--- config.mk ---
export PLATFORM = sky130hd
export DESIGN_NAME = dec8_seq_flat
export DESIGN_NICKNAME = d
export VERILOG_FILES = /design/src/rtl/dec8_pkg.sv /design/src/rtl/dec8_seq_if.sv /design/src/rtl/idx_fifo.sv /design/src/rtl/dec8_seq.sv /design/src/flat_wrapper.sv
export SDC_FILE = /design/constraint.sdc
export NUM_CORES = 1
export LEC_CHECK = 0
export ABC_AREA = 1
export CORE_ASPECT_RATIO = 1.75
export CORE_MARGIN = 10
export CORE_UTILIZATION = 45
export DETAILED_ROUTE_END_ITERATION = 16
export PLACE_DENSITY = 0.74
export SETUP_SLACK_MARGIN = 0.05
export SLEW_MARGIN = 40
export SYNTH_ARGS = -nofsm -noshare
export SYNTH_HDL_FRONTEND = slang
export SYNTH_SLANG_ARGS = --single-unit
--- constraint.sdc ---
create_clock -name clk -period 2 [get_ports clk]
set_clock_uncertainty 0.15 [all_clocks]
set_input_delay 0.4 -clock clk [delete_from_list [all_inputs] [get_ports clk]]
set_output_delay 0.4 -clock clk [all_outputs]
set_load 0.05 [all_outputs]
--- src/rtl/dec8_pkg.sv ---
// Shared definitions for the LED/select decoder family: state encoding,
// bus widths and the one-hot decode helper.
package dec8_pkg;

  localparam int unsigned IDX_W = 3;
  localparam int unsigned OUT_W = 8;

  typedef enum logic [1:0] {
    ST_IDLE = 2'd0,
    ST_HOLD = 2'd1,
    ST_GAP  = 2'd2
  } state_e;

  function automatic logic [OUT_W-1:0] onehot8(input logic [IDX_W-1:0] idx);
    return OUT_W'(1) << idx;
  endfunction

endpackage

--- src/rtl/dec8_seq_if.sv ---
// Index push handshake between upstream producer and the sequenced decoder.
interface dec8_seq_if;
  import dec8_pkg::*;

  logic [IDX_W-1:0] in_idx;
  logic             in_valid;
  logic             in_ready;

  modport master (output in_idx, output in_valid, input in_ready);
  modport slave  (input in_idx, input in_valid, output in_ready);
endinterface

--- src/rtl/idx_fifo.sv ---
// Small synchronous FIFO holding pending indices; head is read combinationally.
module idx_fifo #(
  parameter int unsigned DEPTH = 4,
  parameter int unsigned W     = 3
) (
  input  logic                   clk,
  input  logic                   rst,
  input  logic                   push,
  input  logic                   pop,
  input  logic [W-1:0]           din,
  output logic [W-1:0]           head,
  output logic [$clog2(DEPTH):0] level,
  output logic                   full,
  output logic                   empty
);
  localparam int unsigned AW = $clog2(DEPTH);
  localparam int unsigned LW = AW + 1;

  logic [W-1:0]  mem [DEPTH];
  logic [AW-1:0] wr_ptr;
  logic [AW-1:0] rd_ptr;
  logic          do_push;
  logic          do_pop;

  assign full    = (level == LW'(DEPTH));
  assign empty   = (level == '0);
  assign do_push = push && !full;
  assign do_pop  = pop && !empty;
  assign head    = mem[rd_ptr];

  // Storage carries no reset; validity is tracked by level alone.
  always_ff @(posedge clk) begin
    if (do_push && !rst) mem[wr_ptr] <= din;
  end

  always_ff @(posedge clk) begin
    if (rst) begin
      wr_ptr <= '0;
      rd_ptr <= '0;
      level  <= '0;
    end else begin
      if (do_push) wr_ptr <= wr_ptr + AW'(1);
      if (do_pop)  rd_ptr <= rd_ptr + AW'(1);
      case ({do_push, do_pop})
        2'b10:   level <= level + LW'(1);
        2'b01:   level <= level - LW'(1);
        default: level <= level;
      endcase
    end
  end

endmodule

--- src/rtl/dec8_seq.sv ---
// Sequenced 3-to-8 one-hot decoder: queued indices are shown one at a time
// for HOLD_CYCLES, separated by GAP_CYCLES of blank output.
module dec8_seq
  import dec8_pkg::*;
#(
  parameter int unsigned HOLD_CYCLES = 4,
  parameter int unsigned GAP_CYCLES  = 1,
  parameter int unsigned DEPTH       = 4
) (
  input  logic                   clk,
  input  logic                   rst,
  dec8_seq_if.slave              bus,
  output logic [OUT_W-1:0]       out,
  output logic                   busy,
  output logic [$clog2(DEPTH):0] level
);
  localparam int unsigned HG   = (HOLD_CYCLES > GAP_CYCLES) ? HOLD_CYCLES : GAP_CYCLES;
  localparam int unsigned CMAX = (HG > 2) ? HG : 2;
  localparam int unsigned CW   = $clog2(CMAX);

  state_e           state;
  logic [CW-1:0]    cnt;
  logic [IDX_W-1:0] head;
  logic             full;
  logic             empty;
  logic             push;
  logic             pop;
  logic             cnt_zero;

  // Ready depends on registered fill only, so in_valid never reaches in_ready.
  assign bus.in_ready = !full;
  assign push         = bus.in_valid && !full;
  assign cnt_zero     = (cnt == '0);
  assign busy         = (state != ST_IDLE) || !empty;

  idx_fifo #(.DEPTH(DEPTH), .W(IDX_W)) u_fifo (
    .clk   (clk),
    .rst   (rst),
    .push  (push),
    .pop   (pop),
    .din   (bus.in_idx),
    .head  (head),
    .level (level),
    .full  (full),
    .empty (empty)
  );

  always_comb begin
    pop = 1'b0;
    unique case (state)
      ST_IDLE: pop = !empty;
      ST_HOLD: pop = cnt_zero && (GAP_CYCLES == 0) && !empty;
      ST_GAP:  pop = cnt_zero && !empty;
      default: pop = 1'b0;
    endcase
  end

  always_ff @(posedge clk) begin
    if (rst) begin
      state <= ST_IDLE;
      cnt   <= '0;
      out   <= '0;
    end else begin
      case (state)
        ST_IDLE: begin
          if (!empty) begin
            out   <= onehot8(head);
            cnt   <= CW'(HOLD_CYCLES - 1);
            state <= ST_HOLD;
          end else begin
            out <= '0;
          end
        end
        ST_HOLD: begin
          if (!cnt_zero) begin
            cnt <= cnt - CW'(1);
          end else if (GAP_CYCLES > 0) begin
            out   <= '0;
            cnt   <= CW'(GAP_CYCLES - 1);
            state <= ST_GAP;
          end else if (!empty) begin
            out <= onehot8(head);
            cnt <= CW'(HOLD_CYCLES - 1);
          end else begin
            out   <= '0;
            state <= ST_IDLE;
          end
        end
        ST_GAP: begin
          if (!cnt_zero) begin
            out <= '0;
            cnt <= cnt - CW'(1);
          end else if (!empty) begin
            out   <= onehot8(head);
            cnt   <= CW'(HOLD_CYCLES - 1);
            state <= ST_HOLD;
          end else begin
            out   <= '0;
            state <= ST_IDLE;
          end
        end
        default: begin
          out   <= '0;
          state <= ST_IDLE;
        end
      endcase
    end
  end

endmodule

--- src/flat_wrapper.sv ---
// flat-port wrapper written by rule: the top's interface ports become plain ports
module dec8_seq_flat import dec8_pkg::*;
#(
  parameter int unsigned HOLD_CYCLES = 4,
  parameter int unsigned GAP_CYCLES  = 1,
  parameter int unsigned DEPTH       = 4
)
  (clk, rst, out, busy, level, bus_in_idx, bus_in_valid, bus_in_ready);
  dec8_seq_if bus_i ();
  input  logic clk;
  input  logic rst;
  output logic [OUT_W-1:0] out;
  output logic busy;
  output logic [$clog2(DEPTH):0] level;
  input wire logic [$bits(bus_i.in_idx)-1:0] bus_in_idx;
  input wire logic [$bits(bus_i.in_valid)-1:0] bus_in_valid;
  output wire logic [$bits(bus_i.in_ready)-1:0] bus_in_ready;
  assign bus_i.in_idx = bus_in_idx;
  assign bus_i.in_valid = bus_in_valid;
  assign bus_in_ready = bus_i.in_ready;
  dec8_seq #(.HOLD_CYCLES(HOLD_CYCLES), .GAP_CYCLES(GAP_CYCLES), .DEPTH(DEPTH)) u_core (.clk(clk), .rst(rst), .bus(bus_i), .out(out), .busy(busy), .level(level));
endmodule
Yosys cells after proc, flatten, opt, wreduce, memory -nomap -nowiden --
Memories as Yosys holds them, arrays and structs flattened. A register that Yosys moved wholly into a read port is not among the register bits. Index checks and enable logic that the tools add are counted.
Operators by class: shift-type cells 1, reduce and logical (&&, ||, !) cells 16, $mul 0, add/sub/neg operators 5, multiplexer cells 19, bitwise logic cells 0, equality and inequality tests 8, magnitude comparators 0, divide/modulo/power cells 0
Operators with widths (number):
- $mux W8 | 3
- $pmux W8 S3 | 1
- $mux W2 | 8
- $pmux W2 S3 | 2
- $shl A1 B3 Y8 const A | 1
- $pmux W3 S2 | 1
- $logic_and A1 B1 Y1 | 5
- $add A2 B1 Y2 const B | 2
- $eq A2 B1 Y1 const B | 2
- $eq A2 B2 Y1 const B | 2
- $logic_not A2 Y1 | 2
- $ne A2 B1 Y1 const B | 2
- $reduce_bool A2 Y1 | 2
- $add A3 B1 Y3 const B | 1
- $eq A3 B3 Y1 const B | 1
- $logic_not A1 Y1 | 3
- $logic_not A3 Y1 | 1
- $mux W1 | 3
- $reduce_and A3 Y1 | 1
- $reduce_bool A3 Y1 | 1
- $sub A3 B1 Y3 const B | 1
- $ne A2 B2 Y1 const B | 1
- $pmux W1 S2 | 1
- $sub A2 B1 Y2 const B | 1
- $logic_or A1 B1 Y1 | 1
Word-level totals: ROM bits 0, word-level logic and storage cells 56, memory bits (writable) 12, memories kept 1, bits in latches 0, flip-flop bits (word level) 19, output and inout port bits 13
Memory list:
- u_core.u_fifo.mem | words 4, width 3, read ports 1, clocked after memory_dff 1, write ports 1, RTL line idx_fifo.sv:19 | logic [W-1:0] mem [DEPTH];

Logic depth before layout (Yosys ltp) --
Gate-level depths: netlist of the first run.
depth in word-level cells 7, mapped depth 13

Modules after synthesis --
From an unflattened synthesis of the first run, not the netlist that was laid out.
Unflattened totals: cell total of the unflattened synthesis 201, area total of the unflattened synthesis 1629.1 um^2
Modules (own cells, without submodules):
- idx_fifo | seq. area each 540.5 um^2, cells an instance 104, area each 967.2 um^2, times used 1
- dec8_seq | seq. area each 240.2 um^2, cells an instance 97, area each 661.9 um^2, times used 1

Worst setup path before layout of the first run --
Ideal clock, no wire load.
kind reg-to-reg, from reg u_core.u_fifo.level[2], to reg u_core.u_fifo.level[2], required time 1.728 ns, cell stages (with the launch flop) 10, setup time 0.122 ns, path buffers 0, data arrival time 2.468 ns, setup slack -0.740 ns, cell sequence dfxtp_1 nand3_1 nand2_1 ha_1 inv_1 fa_1 a21oi_1 o21ai_0 o21ai_0 a21oi_1
On the way: elaborated cells between the ends (all ways) 15, those cells by class add/sub (2); eq/ne (3); mux (2); reduce/logical (8)
RTL lines:
- from (decl) | RTL line idx_fifo.sv:12 | output logic [$clog2(DEPTH):0] level,
- from (signal assigned) | RTL line idx_fifo.sv:45 | 2'b10: level <= level + LW'(1);
- from (signal assigned) | RTL line idx_fifo.sv:46 | 2'b01: level <= level - LW'(1);
- from (signal assigned) | RTL line idx_fifo.sv:47 | default: level <= level;
- $eq A3 B3 Y1 * | RTL line idx_fifo.sv:25 | assign full = (level == LW'(DEPTH));
- $logic_not A1 Y1 *
- net bus_in_ready | RTL line flat_wrapper.sv:17 | output wire logic [$bits(bus_i.in_ready)-1:0] bus_in_ready;
- $logic_and A1 B1 Y1 | RTL line dec8_seq.sv:32 | assign push = bus.in_valid && !full;
- $logic_and A1 B1 Y1 * | RTL line idx_fifo.sv:27 | assign do_push = push && !full;
- $eq A2 B1 Y1 or $eq A2 B2 Y1 (tied branches) | RTL line idx_fifo.sv:44 | case ({do_push, do_pop})
- $pmux W3 S2 or $reduce_bool A2 Y1 (tied branches)
The timed path passes the listed nets; every way through them passes the cells marked *. A chain may end at the register's enable or synchronous reset.

Final worst setup path of the first run --
from reg u_core.state[1], to reg u_core.u_fifo.level[2]
On the way: cells in the longest elaborated chain, start to end 5, elaborated cells between the ends (all ways) 8, those cells by class eq/ne (3); mux (2); reduce/logical (3)
RTL lines:
- from (decl) | RTL line dec8_seq.sv:21 | state_e state;
- from (signal assigned) | RTL line dec8_seq.sv:60 | state <= ST_IDLE;
- from (signal assigned) | RTL line dec8_seq.sv:69 | state <= ST_HOLD;
- from (signal assigned) | RTL line dec8_seq.sv:80 | state <= ST_GAP;
- $eq A2 B2 Y1 or $logic_not A2 Y1 (tied branches) | RTL line dec8_seq.sv:50 | unique case (state)
- $pmux W1 S2 * | RTL line dec8_seq.sv:50
- $logic_and A1 B1 Y1 * | RTL line idx_fifo.sv:28 | assign do_pop = pop && !empty;
- net u_core.u_fifo.do_pop | RTL line idx_fifo.sv:23 | logic do_pop;
- $eq A2 B1 Y1 or $eq A2 B2 Y1 (tied branches) | RTL line idx_fifo.sv:44
- $pmux W3 S2 or $reduce_bool A2 Y1 (tied branches)
Marks and branches as above.

==> results of run 1 <==
-- sequential cells by signal, summed over array words and instances (netlist names), named ones only --
name,cells
u_core.cnt,2
u_core.u_fifo.level,3
u_core.state,2
u_core.u_fifo.wr_ptr,2
u_core.u_fifo.rd_ptr,2
u_core.u_fifo.mem,12
u_core.out,8
-- metrics by stage --
stage	power (W)	setup TNS, ns	cells	utilization, %
after global routing	0.003484	-0.1233	276	63.48
after global placement	0.002414	-0.1217	257	56.92
final	0.003256	0	276	63.48
after CTS	0.003033	0	270	61.08
after floorplan	0.002002	0	187	-
after detailed placement	0.002440	-0.2317	257	56.92
-- per-layer routing --
metal / share of wire, % / GRT usage (%)
met1: 35 / 8.908
met2: 56 / 21.95
met3: 5.3 / 4.195
met4: 3.1 / 6.457
met5: 0 / 0
-- kinds of logic (layout without fill, tap and decap cells) --
group | Yosys count | count (layout) | synth area share, %
DFF | 33 | 33 | 48.83
xor gates and xnor gates | 1 | 1 | 0.5478
adders and majority gates | 10 | 10 | 8.294
and+or+nand+nor | 82 | 82 | 23.47
buffers and inverters | 29 | 73 | 7.277
AOI/OAI and AO/OA | 32 | 32 | 11.58
-- cell usage after synthesis (all sizes together) --
cell type,instances
a21oi,18
buf,1
dfxtp,21
edfxtp,12
fa,1
ha,9
inv,28
nand2,50
nand3,12
nor2,20
o21ai,13
o31ai,1
xor2,1
-- final timing paths --
check                                                            to  slack [ns]  cells after the start
worst min-delay path                     u_core.out[4]$_SDFFE_PP0P_        0.32                      2
worst max register to register  u_core.u_fifo.level[2]$_SDFFE_PP0P_        0.03                     13
worst max-delay path            u_core.u_fifo.level[2]$_SDFFE_PP0P_        0.03                     13
worst min register to register           u_core.out[4]$_SDFFE_PP0P_        0.32                      2
-- critical path: stages (launching register included) --
cell     delay (ns)
dfxtp_4        0.37
inv_4          0.07
ha_4           0.14
inv_4          0.04
nand2_4        0.07
nand2_4        0.06
inv_4          0.06
ha_4           0.11
inv_2          0.04
fa_2           0.35
a21oi_2        0.14
o21ai_2        0.08
o21ai_2        0.11
a21oi_1        0.05
-- area by class of cell --
type / count / area (um^2) / share of cell area, %
clock buffers: 6 / 72.57 / 3.364
clock inverters: 2 / 10.01 / 0.4640
inverters: 28 / 120.1 / 5.568
multi-input cells: 125 / 798.3 / 37.01
flip-flops and latches: 33 / 797.0 / 36.95
well taps: 45 / 56.30 / 2.610
repair buffers: 37 / 302.8 / 14.04
-- power groups by stage --
stage               logic [W]  registers, W  clock network [W]
floorplan            0.000935       0.00107                  0
global placement      0.00147      0.000940                  0
detailed placement    0.00150      0.000940                  0
CTS                   0.00160      0.000938           0.000491
global route          0.00201      0.000955           0.000519
finish                0.00183      0.000941           0.000483
-- repair_timing --
| action | 4_1_cts | 5_1_grt |
|---|---|---|
| setup endpoints to repair | 2 | 3 |
| setup buffers | 5 | 6 |
| gates resized for setup | 7 | 11 |
| cloned | 0 | 0 |
| pin swaps | 2 | 4 |
==> impl_metrics.toml, run 1 <==
[timing]
max_slew_margin_pct = 78.78
rsz0062_at_grt = "yes"
finalMaxSlewViolations = 0
fin_ws_ns = 0.02772
setup-violations-final = 0
finalHoldViolCount = 0
period_minus_slack_ns = 1.972
tightest_slew_ns = 0.3171
hold_slack_ns = 0.3176
fmax_ghz = 0.5070
period_share_pct = 98.61

[drt]
via_per_inst = 4.833
antenna_left = 0
drt-total-wl_um = 3534
wl_per_cell_um = 12.80
vias = 1334
dr.pass1.iters = 6
drc_errors = 0
first_iter_violations = 26

[final_layout]
final_cell_mix = "41 x nand2_1, 31 x buf_4, 17 x inv_1, 16 x dfxtp_1, 15 x nor2_1"
area_growth_syn_to_layout_pct = 34.90
fillers = 287
antennaDiodeCount = 0
layout_commonest_cell = "nand2_1"
design_area_mm2 = 0.002157
layout-drive-gt1-share_pct = 36.80
nets = 246

[clock_tree]
h-tree-depth = 2
clock-sinks = 33
clk_pin_slew_worst_paths_ns = 0.07
clock_latency_ns = 0.28
cts_hold_buf = 0
clock-root-buffer = "clkbuf_8"
cts_buffers = 5
cts_tree = "built"
ctsLongestPathBuffers = 2

[placed_design]
place_ws_ns = -0.1288
gp_congestion = 0.8754
port_buffers = 18
place_area_mm2 = 0.001934
place_hpwl_um = 2416

[worst_setup_path]
rr_startpoint = "u_core.state[1]$_SDFFE_PP0P_"
cp-start-kind = "flop"
worstSetupStartpoint = "u_core.state[1]$_SDFFE_PP0P_"
worstPathMaxFanout = 4
end_kind = "flop"
cp.arrival_ns = 1.99
crit_type = "reg -> reg"
required_ns = 2.02

[outcome]
status = "completed"

[floorplanning]
core_region_area_mm2 = 0.003398
die_area_mm2 = 0.006432
rows = 28
die_y_um = 98.86
ios = 19
start_util_pct = 47.05
fp.dieW_um = 65.06

[logic_synthesis]
syn_area_mm2 = 0.001599
synth_area_leaders = "dfxtp_1 26%, edfxtp_1 23%, nand2_1 11%"
syn_inst = 187
yosys.area.top_type = "dfxtp_1"
synth.distinct_cells = 21
syn_nets = 203
yosys_register_bits = 33
synth.top_cell.area_share_pct = 26.29
ys_seq_area_share_pct = 48.83
yosysWarningCount = 0
syn_avg_cell_area_um2 = 8.551

[pwr]
p_clk_share_pct = 14.8
p_sw_w = 0.001417
p_per_area_mw_per_mm2 = 1509
p_sw_share_pct = 43.53
peakVddDrop_mv = 1.271
p_seq_share_pct = 28.9
power.leakage_nw = 0.9057
pwr-share-comb_pct = 56.3
intPower_w = 0.001838

[grt]
grt_start_max_net_pins = 12
antenna_found_initial = 0
grt_overflow = 0
grtUsageTotal_pct = 11.27
grt_pass1_wl_um = 5685
grt_pass1_vias = 1325

[min_path]
min_path_type = "reg -> reg"
min_from = "u_core.out[4]$_SDFFE_PP0P_"

[flow_run]
maxCapViolCount = 0
(Power assumes the default switching activity.)
==> inputs of run 2 (changes only) <==
Settings changed: REMOVE_ABC_BUFFERS set to 1.
==> run 2 against run 1 <==
Against the previous run:
- the flow now finishes with violations (setup timing)
- combinational power barely moved
- sequential power decreased by 3.2%
- register-to-register slack got worse by 0.04 ns
- worst hold slack better by 0.0011 ns
- fmax is 2.1% lower
- core utilization is 0.70 points higher
- sequential cell count unchanged
- die area unchanged
- sequential share of layout area shrank 0.86 points
- largest power group unchanged
- highest routed layer unchanged
==> impl_metrics.toml, run 2 (synthesis results as in run 1) <==
[outcome]
status = "finished, violations left"
violations = "setup timing"

[drt]
via_per_inst = 4.864
drt-total-wl_um = 3348
antenna_left = 0
vias = 1362
first_iter_violations = 32
dr.pass1.iters = 4
wl_per_cell_um = 11.96
drc_errors = 0

[final_layout]
layout-drive-gt1-share_pct = 37.45
design_area_mm2 = 0.002181
antennaDiodeCount = 0
layout_commonest_cell = "nand2_1"
max_flop_register = "u_core.u_fifo.mem"
reg_top3 = "u_core.u_fifo.mem x12, u_core.out x8, u_core.u_fifo.level x3"
largest_register_ffs = 12
final_cell_mix = "42 x nand2_1, 34 x buf_4, 18 x dfxtp_1, 17 x inv_1, 14 x nor2_1"
area_growth_syn_to_layout_pct = 36.38
nets = 250

[worst_setup_path]
worstPathMaxFanout = 3
worstPathCellList = "inv_4 > ha_4 > nand2_2 > nand2_2 > nand2_2 > inv_2 > ha_4 > inv_2 > fa_2 > a21oi_2 > o21ai_2 > o21ai_2 > a21oi_2"
critPathSlowestCell = "fa_2"
crit_path_frequent_cell = "nand2_2"
cp-start-kind = "flop"
required_ns = 2.03
cp.arrival_ns = 2.04
end_kind = "flop"
crit_type = "reg -> reg"
cpPeakStageDelay_ns = 0.36

[timing]
fmax_ghz = 0.4965
finalMaxSlewViolations = 0
rsz0062_at_grt = "yes"
period_share_pct = 100.7
period_minus_slack_ns = 2.014
setup_tns_ns = -0.01403
finalHoldViolCount = 0
setup-violations-final = 1
fin_ws_ns = -0.01403
max_slew_margin_pct = 79.94
tightest_slew_ns = 0.2988

[grt]
grt_start_max_net_pins = 12
grt_pass1_wl_um = 5906
top_usage_layer = "met2"
antenna_found_initial = 0
grtUsageMet3_pct = 3.855
grt_overflow = 0
grt_pass1_vias = 1392
grtUsageMet1_pct = 10.95
grtUsageTotal_pct = 11.46
grtUsageMet2_pct = 20.43

[pwr]
p_per_area_mw_per_mm2 = 1532
p_clk_share_pct = 18.0
p_total_w = 0.003340
p_sw_share_pct = 41.46
p_sw_w = 0.001385
peakVddDrop_mv = 1.231
p_seq_share_pct = 27.3
pwr-share-comb_pct = 54.7
power.leakage_nw = 0.9307
intPower_w = 0.001955

[clock_tree]
h-tree-depth = 2
cts_hold_buf = 0
clk_pin_slew_worst_paths_ns = 0.07
cts_tree = "built"
clock-sinks = 33
clock_latency_ns = 0.28
cts_buffers = 5
clock-root-buffer = "clkbuf_8"
ctsLongestPathBuffers = 2

[min_path]
min_path_type = "reg -> reg"

[floorplanning]
ios = 19
rows = 28
start_util_pct = 47.05
fp.dieW_um = 65.06
die_y_um = 98.86
die_area_mm2 = 0.006432
core_region_area_mm2 = 0.003398

[placed_design]
place_hpwl_um = 2385
place_area_mm2 = 0.001944
port_buffers = 18
gp_congestion = 0.8220

[flow_run]
maxCapViolCount = 0
-- run 2: cell count changes in the layout (fill, tap and decap cells not counted), moves of 3 or more --
cell / change
dfxtp_4: -3
inv_4: -4
inv_2: +4
nand2_4: -3
buf_4: +3
-- run 2: power groups by stage --
stage	logic, W	registers [W]	clock network, W
after floorplan	0.000849	0.00104	0
after global placement	0.00154	0.000904	0
after detailed placement	0.00156	0.000905	0
after CTS	0.00171	0.000908	0.000609
after global routing	0.00203	0.000926	0.000633
final	0.00183	0.000911	0.000601
-- run 2: critical path, delay by kind of cell (launching register included) --
kind	cells	cell delay [ns]
fa+ha+maj	3	0.63
compound gates	4	0.42
flops	1	0.33
buf+inv	3	0.20
simple gates	3	0.20
-- run 2: timing repair --
action,in CTS,in global routing
cloned,0,0
hold endpoints to repair,0,0
setup buffers,4,2
pin swaps,6,7
setup endpoints to repair,2,3
resized for setup,19,10
-- run 2: per-stage QoR --
stage	setup slack (ns)	cells	util, %	hold WS [ns]
3_5_place_dp	-0.2070	266	57.22	0.3069
3_3_place_gp	-0.1722	266	57.22	0.2980
2_1_floorplan	-0.7404	186	-	0.2834
4_1_cts	0.02783	278	63.00	0.3184
5_1_grt	-0.1529	280	64.18	0.3265
6_report	-0.01403	280	64.18	0.3188
-- run 2: final cells by class --
| class | count | area, um^2 |
|---|---|---|
| multi-input combinational | 125 | 770.7 |
| inverter | 28 | 110.1 |
| timing repair buffer | 41 | 345.3 |
| clock buffer | 8 | 111.4 |
| sequential | 33 | 787.0 |
| tap | 45 | 56.30 |
| fill | 282 | 1217 |
-- run 2: final timing paths --
path	start	slack (ns)	cells past startpoint	end
worst max-delay path	u_core.state[0]$_SDFFE_PP0P_	-0.01	13	u_core.u_fifo.level[2]$_SDFFE_PP0P_
worst min-delay path	u_core.u_fifo.rd_ptr[1]$_SDFFE_PP0P_	0.32	2	flop
worst max register to register	u_core.state[0]$_SDFFE_PP0P_	-0.01	13	u_core.u_fifo.level[2]$_SDFFE_PP0P_
worst min register to register	u_core.u_fifo.rd_ptr[1]$_SDFFE_PP0P_	0.32	2	flop
-- run 2: layer usage --
layer / wire, um / vias up
li1: - / 692
met1: 1205 / 629
met2: 1887 / 32
met3: 175 / 9
met4: 79 / 0
met5: 0 / -
